===== src/rtl/wall_spawner_if.sv =====
// wall_spawner_if: request, generator, occupancy and query signals of the wall spawner
interface wall_spawner_if;
  logic       spawn_req;
  logic       clear_walls;
  logic [7:0] rand_xy;
  logic       rand_enable;
  logic [7:0] probe_xy;
  logic       occupied;
  logic [7:0] query_xy;
  logic       wall_hit;
  logic [3:0] wall_count;
  logic       busy;
  logic       done;
  logic       fail;
  modport master (
    output spawn_req, clear_walls, rand_xy, occupied, query_xy,
    input  rand_enable, probe_xy, wall_hit, wall_count, busy, done, fail
  );
  modport slave (
    input  spawn_req, clear_walls, rand_xy, occupied, query_xy,
    output rand_enable, probe_xy, wall_hit, wall_count, busy, done, fail
  );
endinterface


===== src/rtl/wall_spawner.sv =====
// wall_spawner: draws random cells, rejects illegal/occupied/duplicate ones, keeps a wall table
// Optional WALL_BORDER_KEEPOUT_EN: also reject cells on the arena border.
module wall_spawner #(
  parameter int MAX_WALLS = 8,
  parameter int GRID_W    = 16,
  parameter int GRID_H    = 12,
  parameter int MAX_TRIES = 15,
  parameter int SETTLE    = 2
) (
  input logic         system_clk,
  input logic         nreset,
  wall_spawner_if.slave bus
);
  typedef enum logic [2:0] {S_IDLE, S_FULLCHK, S_PULSE, S_SETTLE, S_PROBE, S_CHECK} state_t;
  localparam logic [4:0] W5 = 5'(GRID_W);
  localparam logic [4:0] H5 = 5'(GRID_H);
  state_t               state, next_state;
  logic [7:0]           cap_xy;
  logic [7:0]           table_xy [MAX_WALLS];
  logic [MAX_WALLS-1:0] valid;
  logic [3:0]           count, tries;
  logic [2:0]           settle_cnt;
  logic                 dup, hit, border, accept, full, tries_out, settle_last, write_en;
  logic [4:0]           x5, y5;
  assign x5          = {1'b0, cap_xy[7:4]};
  assign y5          = {1'b0, cap_xy[3:0]};
  assign full        = count == 4'(MAX_WALLS);
  assign tries_out   = tries + 4'd1 == 4'(MAX_TRIES);
  assign settle_last = settle_cnt == 3'(SETTLE - 1);
  assign write_en    = state == S_CHECK && accept && !bus.clear_walls;
  // Table lookups: duplicate check for the captured cell and the external hit query
  always_comb begin
    dup = 1'b0;
    hit = 1'b0;
    for (int i = 0; i < MAX_WALLS; i++) begin
      dup = dup | (valid[i] && table_xy[i] == cap_xy);
      hit = hit | (valid[i] && table_xy[i] == bus.query_xy);
    end
  end
  // Candidate acceptance: inside the grid, free, not already a wall
  always_comb begin
`ifdef WALL_BORDER_KEEPOUT_EN
    border = x5 == 5'd0 || x5 == W5 - 5'd1 || y5 == 5'd0 || y5 == H5 - 5'd1;
`else
    border = 1'b0;
`endif
    accept = x5 < W5 && y5 < H5 && !bus.occupied && !dup && !border;
  end
  // State register
  always_ff @(posedge system_clk or negedge nreset)
    if (!nreset) state <= S_IDLE;
    else state <= next_state;
  // Next-state logic; a clear always returns to idle
  always_comb begin
    next_state = state;
    unique case (state)
      S_IDLE:    next_state = bus.spawn_req ? S_FULLCHK : S_IDLE;
      S_FULLCHK: next_state = full ? S_IDLE : S_PULSE;
      S_PULSE:   next_state = S_SETTLE;
      S_SETTLE:  next_state = settle_last ? S_PROBE : S_SETTLE;
      S_PROBE:   next_state = S_CHECK;
      S_CHECK:   next_state = (accept || tries_out) ? S_IDLE : S_PULSE;
      default:   next_state = S_IDLE;
    endcase
    if (bus.clear_walls) next_state = S_IDLE;
  end
  // Datapath: settle timer, capture, retry counter, valid bits and wall count
  always_ff @(posedge system_clk or negedge nreset)
    if (!nreset) begin
      cap_xy     <= '0;
      settle_cnt <= '0;
      tries      <= '0;
      valid      <= '0;
      count      <= '0;
    end else if (bus.clear_walls) begin
      valid <= '0;
      count <= '0;
    end else begin
      settle_cnt <= state == S_SETTLE ? settle_cnt + 3'd1 : 3'd0;
      if (state == S_SETTLE && settle_last) cap_xy <= bus.rand_xy;
      if (state == S_FULLCHK) tries <= '0;
      else if (state == S_CHECK && !accept) tries <= tries + 4'd1;
      if (write_en) begin
        valid <= valid | (MAX_WALLS'(1) << count);
        count <= count + 4'd1;
      end
    end
  // Table coordinates need no reset; only the valid bits qualify them
  always_ff @(posedge system_clk)
    for (int i = 0; i < MAX_WALLS; i++)
      if (write_en && count == 4'(i)) table_xy[i] <= cap_xy;
  // Outputs decoded from state; pulses suppressed by a concurrent clear
  always_comb begin
    bus.rand_enable = state == S_PULSE;
    bus.probe_xy    = state == S_IDLE ? 8'h00 : cap_xy;
    bus.busy        = state != S_IDLE;
    bus.done        = write_en;
    bus.fail        = !bus.clear_walls && ((state == S_FULLCHK && full) || (state == S_CHECK && !accept && tries_out));
    bus.wall_hit    = hit;
    bus.wall_count  = count;
  end
endmodule


===== src/flat_wrapper.sv =====
// flat-port wrapper written by rule: the top's interface ports become plain ports
module wall_spawner_flat 
#(
  parameter int MAX_WALLS = 8,
  parameter int GRID_W    = 16,
  parameter int GRID_H    = 12,
  parameter int MAX_TRIES = 15,
  parameter int SETTLE    = 2
)
  (system_clk, nreset, bus_spawn_req, bus_clear_walls, bus_rand_xy, bus_occupied, bus_query_xy, bus_rand_enable, bus_probe_xy, bus_wall_hit, bus_wall_count, bus_busy, bus_done, bus_fail);
  wall_spawner_if bus_i ();
  input logic system_clk;
  input logic nreset;
  input wire logic [$bits(bus_i.spawn_req)-1:0] bus_spawn_req;
  input wire logic [$bits(bus_i.clear_walls)-1:0] bus_clear_walls;
  input wire logic [$bits(bus_i.rand_xy)-1:0] bus_rand_xy;
  input wire logic [$bits(bus_i.occupied)-1:0] bus_occupied;
  input wire logic [$bits(bus_i.query_xy)-1:0] bus_query_xy;
  output wire logic [$bits(bus_i.rand_enable)-1:0] bus_rand_enable;
  output wire logic [$bits(bus_i.probe_xy)-1:0] bus_probe_xy;
  output wire logic [$bits(bus_i.wall_hit)-1:0] bus_wall_hit;
  output wire logic [$bits(bus_i.wall_count)-1:0] bus_wall_count;
  output wire logic [$bits(bus_i.busy)-1:0] bus_busy;
  output wire logic [$bits(bus_i.done)-1:0] bus_done;
  output wire logic [$bits(bus_i.fail)-1:0] bus_fail;
  assign bus_i.spawn_req = bus_spawn_req;
  assign bus_i.clear_walls = bus_clear_walls;
  assign bus_i.rand_xy = bus_rand_xy;
  assign bus_i.occupied = bus_occupied;
  assign bus_i.query_xy = bus_query_xy;
  assign bus_rand_enable = bus_i.rand_enable;
  assign bus_probe_xy = bus_i.probe_xy;
  assign bus_wall_hit = bus_i.wall_hit;
  assign bus_wall_count = bus_i.wall_count;
  assign bus_busy = bus_i.busy;
  assign bus_done = bus_i.done;
  assign bus_fail = bus_i.fail;
  wall_spawner #(.MAX_WALLS(MAX_WALLS), .GRID_W(GRID_W), .GRID_H(GRID_H), .MAX_TRIES(MAX_TRIES), .SETTLE(SETTLE)) u_core (.system_clk(system_clk), .nreset(nreset), .bus(bus_i));
endmodule

===== config.mk =====
export PLATFORM = sky130hd
export DESIGN_NAME = wall_spawner_flat
export DESIGN_NICKNAME = d
export VERILOG_FILES = /design/src/rtl/wall_spawner_if.sv /design/src/rtl/wall_spawner.sv /design/src/flat_wrapper.sv
export SDC_FILE = /design/constraint.sdc
export NUM_CORES = 1
export LEC_CHECK = 0
export CAP_MARGIN = 10
export CORE_UTILIZATION = 55
export DETAILED_ROUTE_END_ITERATION = 10
export HOLD_SLACK_MARGIN = 0.03
export PLACE_DENSITY = 0.76
export SYNTH_ARGS = -nofsm -noshare
export SYNTH_HDL_FRONTEND = slang
export SYNTH_SLANG_ARGS = --single-unit

===== constraint.sdc =====
create_clock -name system_clk -period 4.2 [get_ports system_clk]
set_clock_uncertainty 0.15 [all_clocks]
set_input_delay 0.84 -clock system_clk [delete_from_list [all_inputs] [get_ports system_clk]]
set_output_delay 0.84 -clock system_clk [all_outputs]
set_load 0.03 [all_outputs]

==> results_dict.tcl <==
set metrics [dict create \
    cts_buffers 9 \
    status "completed" \
    period_share_pct 94.0 \
    row_count 34 \
    start_util_pct 58.0 \
    cp_data_arrival_time_ns 2.96 \
    hold_path_class "reg -> reg" \
    clock-sinks 94 \
    insertion_delay_ns 0.37 \
    io_buffers 37 \
    first_pass_iters 5 \
    fmax_mhz 253 \
    final-instance-count-excl-fill 591 \
    yosys_register_bits 94 \
    placedCellCount 575 \
    synth_edf_count 64 \
    end_kind "primary output" \
    tritoncts "yes" \
    layout.nets 509 \
    drc 0 \
    path_clk_slew_ns 0.09 \
    grt_pass1_vias 3599 \
    cts_hold_buf 0 \
    htree_levels 3 \
    ys.warnings.count 0 \
    cpPeakStageDelay_ns 0.96 \
    postSynthAreaPerCell_um2 11.7 \
    track_usage_pct 25.4 \
    p_per_area_nw_per_um2 318 \
    die_width_um 98.8 \
    drive_gt1_share_pct 10.1 \
    cts_root_buf "clkbuf_8" \
    setup_viol 0 \
    grt_max_degree 31 \
    multi_input_area_um2 2290 \
    crit_type "reg -> out" \
    die_h_um 98.8 \
    num_vias 3497 \
    grt_pass1_wl_mm 18.7 \
    dp_hpwl_mm 7.99 \
    synth_cells 439 \
    fp.coreArea_um2 8890 \
    overflow 0 \
    seqCellArea_um2 2670 \
    syn_nets 470 \
    final.setup.tns_ns 0 \
    final_hold_viol_count 0 \
    holdWs_ns 0.375 \
    nFillCells 692 \
    layout_commonest_cell "xnor2_1" \
    ys_types 43 \
    cp_max_fo 19 \
    viasPerCell 5.92 \
    antenna_left 0 \
    antenna_found_initial 0 \
    wl_per_cell_um 19.7 \
    required_ns 3.21 \
    cpMaxStageDelayCell "dfrtp_1" \
    gp_congestion 0.893 \
    wirelength_mm 11.6 \
    worstPathCellList "xnor2_1 -> nand4_1 -> nor4_1 -> nor3_2 -> nand3_2 -> buf_4 -> nand4_1 -> o31ai_1 -> buf_4" \
    antenna_cells 0 \
    die_area_um2 9770 \
    layout_common_cells "xnor2_1 (94), edfxtp_1 (64), xor2_1 (35), clkdlybuf4s50_1 (34), dfrtp_1 (30)" \
    maxSlewViolCount 0 \
    max-slew-margin-rel_pct 37.2 \
    period_minus_slack_ns 3.95 \
    cts_resized 0 \
    postCtsSetupBuffers 0 \
    drv_cap 0 \
    clockBufferDepth 2 \
    worstMarginPinSlew_ns 0.935 \
    irDropWorstVdd_v 0.000179 \
    ys_async_sr_fraction_pct 31.9 \
    synth_ff_type "edfxtp_1" \
    io_pins 38 \
    fin_util_pct 65.9 \
    ys_seq_area_share_pct 51.8 \
    rsz0062_at_grt "no" \
    area_growth_pct 13.6 \
    syn_area_um2 5160 \
    start_kind "flop" \
    drt-initial-drc-count 209 \
    p_leak_nw 2.02 \
]
state kept, by name, summed over array words and instances (netlist names):
| signal | count |
|---|---|
| u_core.bus.wall_count | 4 |
| u_core.tries | 4 |
| u_core.cap_xy | 8 |
| u_core.table_xy | 64 |
| u_core.valid | 8 |
| u_core.settle_cnt | 3 |
| u_core.state | 3 |
layer usage:
| layer | global-route usage, % | vias up | part of all wire [%] |
|---|---|---|---|
| li1 | - | 1624 | - |
| met1 | 34.5 | 1710 | 44 |
| met2 | 42.5 | 136 | 49 |
| met3 | 3.33 | 27 | 5.4 |
| met4 | 7.81 | 0 | 1.7 |
| met5 | 0 | - | 0 |
synthesized netlist by cell type, types with 7 or more instances:
cell / instances / area, um2
xnor2_1: 94 / 823
edfxtp_1: 64 / 1920
xor2_1: 35 / 307
dfrtp_1: 30 / 751
nand2_1: 24 / 90.1
nor4_1: 16 / 100
clkbuf_1: 15 / 56.3
nand4_1: 15 / 93.8
nand3_1: 14 / 70.1
inv_1: 13 / 48.8
nor3_1: 13 / 65.1
ha_1: 10 / 125
nor2b_1: 10 / 62.6
mux2_2: 9 / 101
nor2_1: 9 / 33.8
buf_4: 7 / 52.6
where the power goes:
group          switching (mW)  internal, mW  total [mW]
combinational          0.0847        0.0769       0.162
sequential             0.0290         0.996        1.03
clock                   0.321         0.352       0.673
total                   0.435          1.42        1.86
critical path: cells and delay by family, from the launching register on:
kind                   cells  cell delay [ns]
AO/OA/AOI/OAI              1             0.09
buffers and inverters      2             0.41
flip-flops                 1             0.96
AND/OR/NAND/NOR            5             0.93
XOR/XNOR                   1             0.20
through the flow:
stage / setup WS [ns] / total power [mW] / area, um2
2_1_floorplan: 0.979 / 1.14 / 5160
3_3_place_gp: 0.529 / 1.20 / 5630
3_5_place_dp: 0.369 / 1.21 / 5630
4_1_cts: 0.277 / 1.87 / 5860
5_1_grt: 0.0985 / 1.92 / 5860
6_report: 0.254 / 1.86 / 5860
final cells by class:
class	count	area share (%)
multi-input cells	307	39.1
repair buffers	53	8.25
clock buffers	11	2.41
well taps	108	2.31
flip-flops and latches	94	45.6
inverters	13	0.833
clock inverters	5	1.41
final timing paths:
path / start / to / slack [ns] / cells after the start
max in group asynchronous: nreset / u_core.bus.wall_count[0]$_DFFE_PN0P_ / 2.90 / 2
min: u_core.settle_cnt[2]$_DFFE_PN0N_ / u_core.settle_cnt[2]$_DFFE_PN0N_ / 0.37 / 2
max: u_core.cap_xy[3]$_DFFE_PN0P_ / bus_fail / 0.25 / 9
min reg2reg: u_core.settle_cnt[2]$_DFFE_PN0N_ / u_core.settle_cnt[2]$_DFFE_PN0N_ / 0.37 / 2
max reg2reg: u_core.cap_xy[3]$_DFFE_PN0P_ / u_core.table_xy[0][2]$_DFFE_PP_ / 0.79 / 8
min in group asynchronous: nreset / u_core.settle_cnt[0]$_DFFE_PN0N_ / 0.70 / 2
cells by family after synthesis:
kind of cell    synth area share [%]
xor+xnor                        21.9
simple gates                    12.8
flops                           51.8
buf+inv                         3.71
compound gates                  5.00
mux                             2.35
fa+ha+maj                       2.43
No activity file was read; power rests on OpenSTA's default activity.
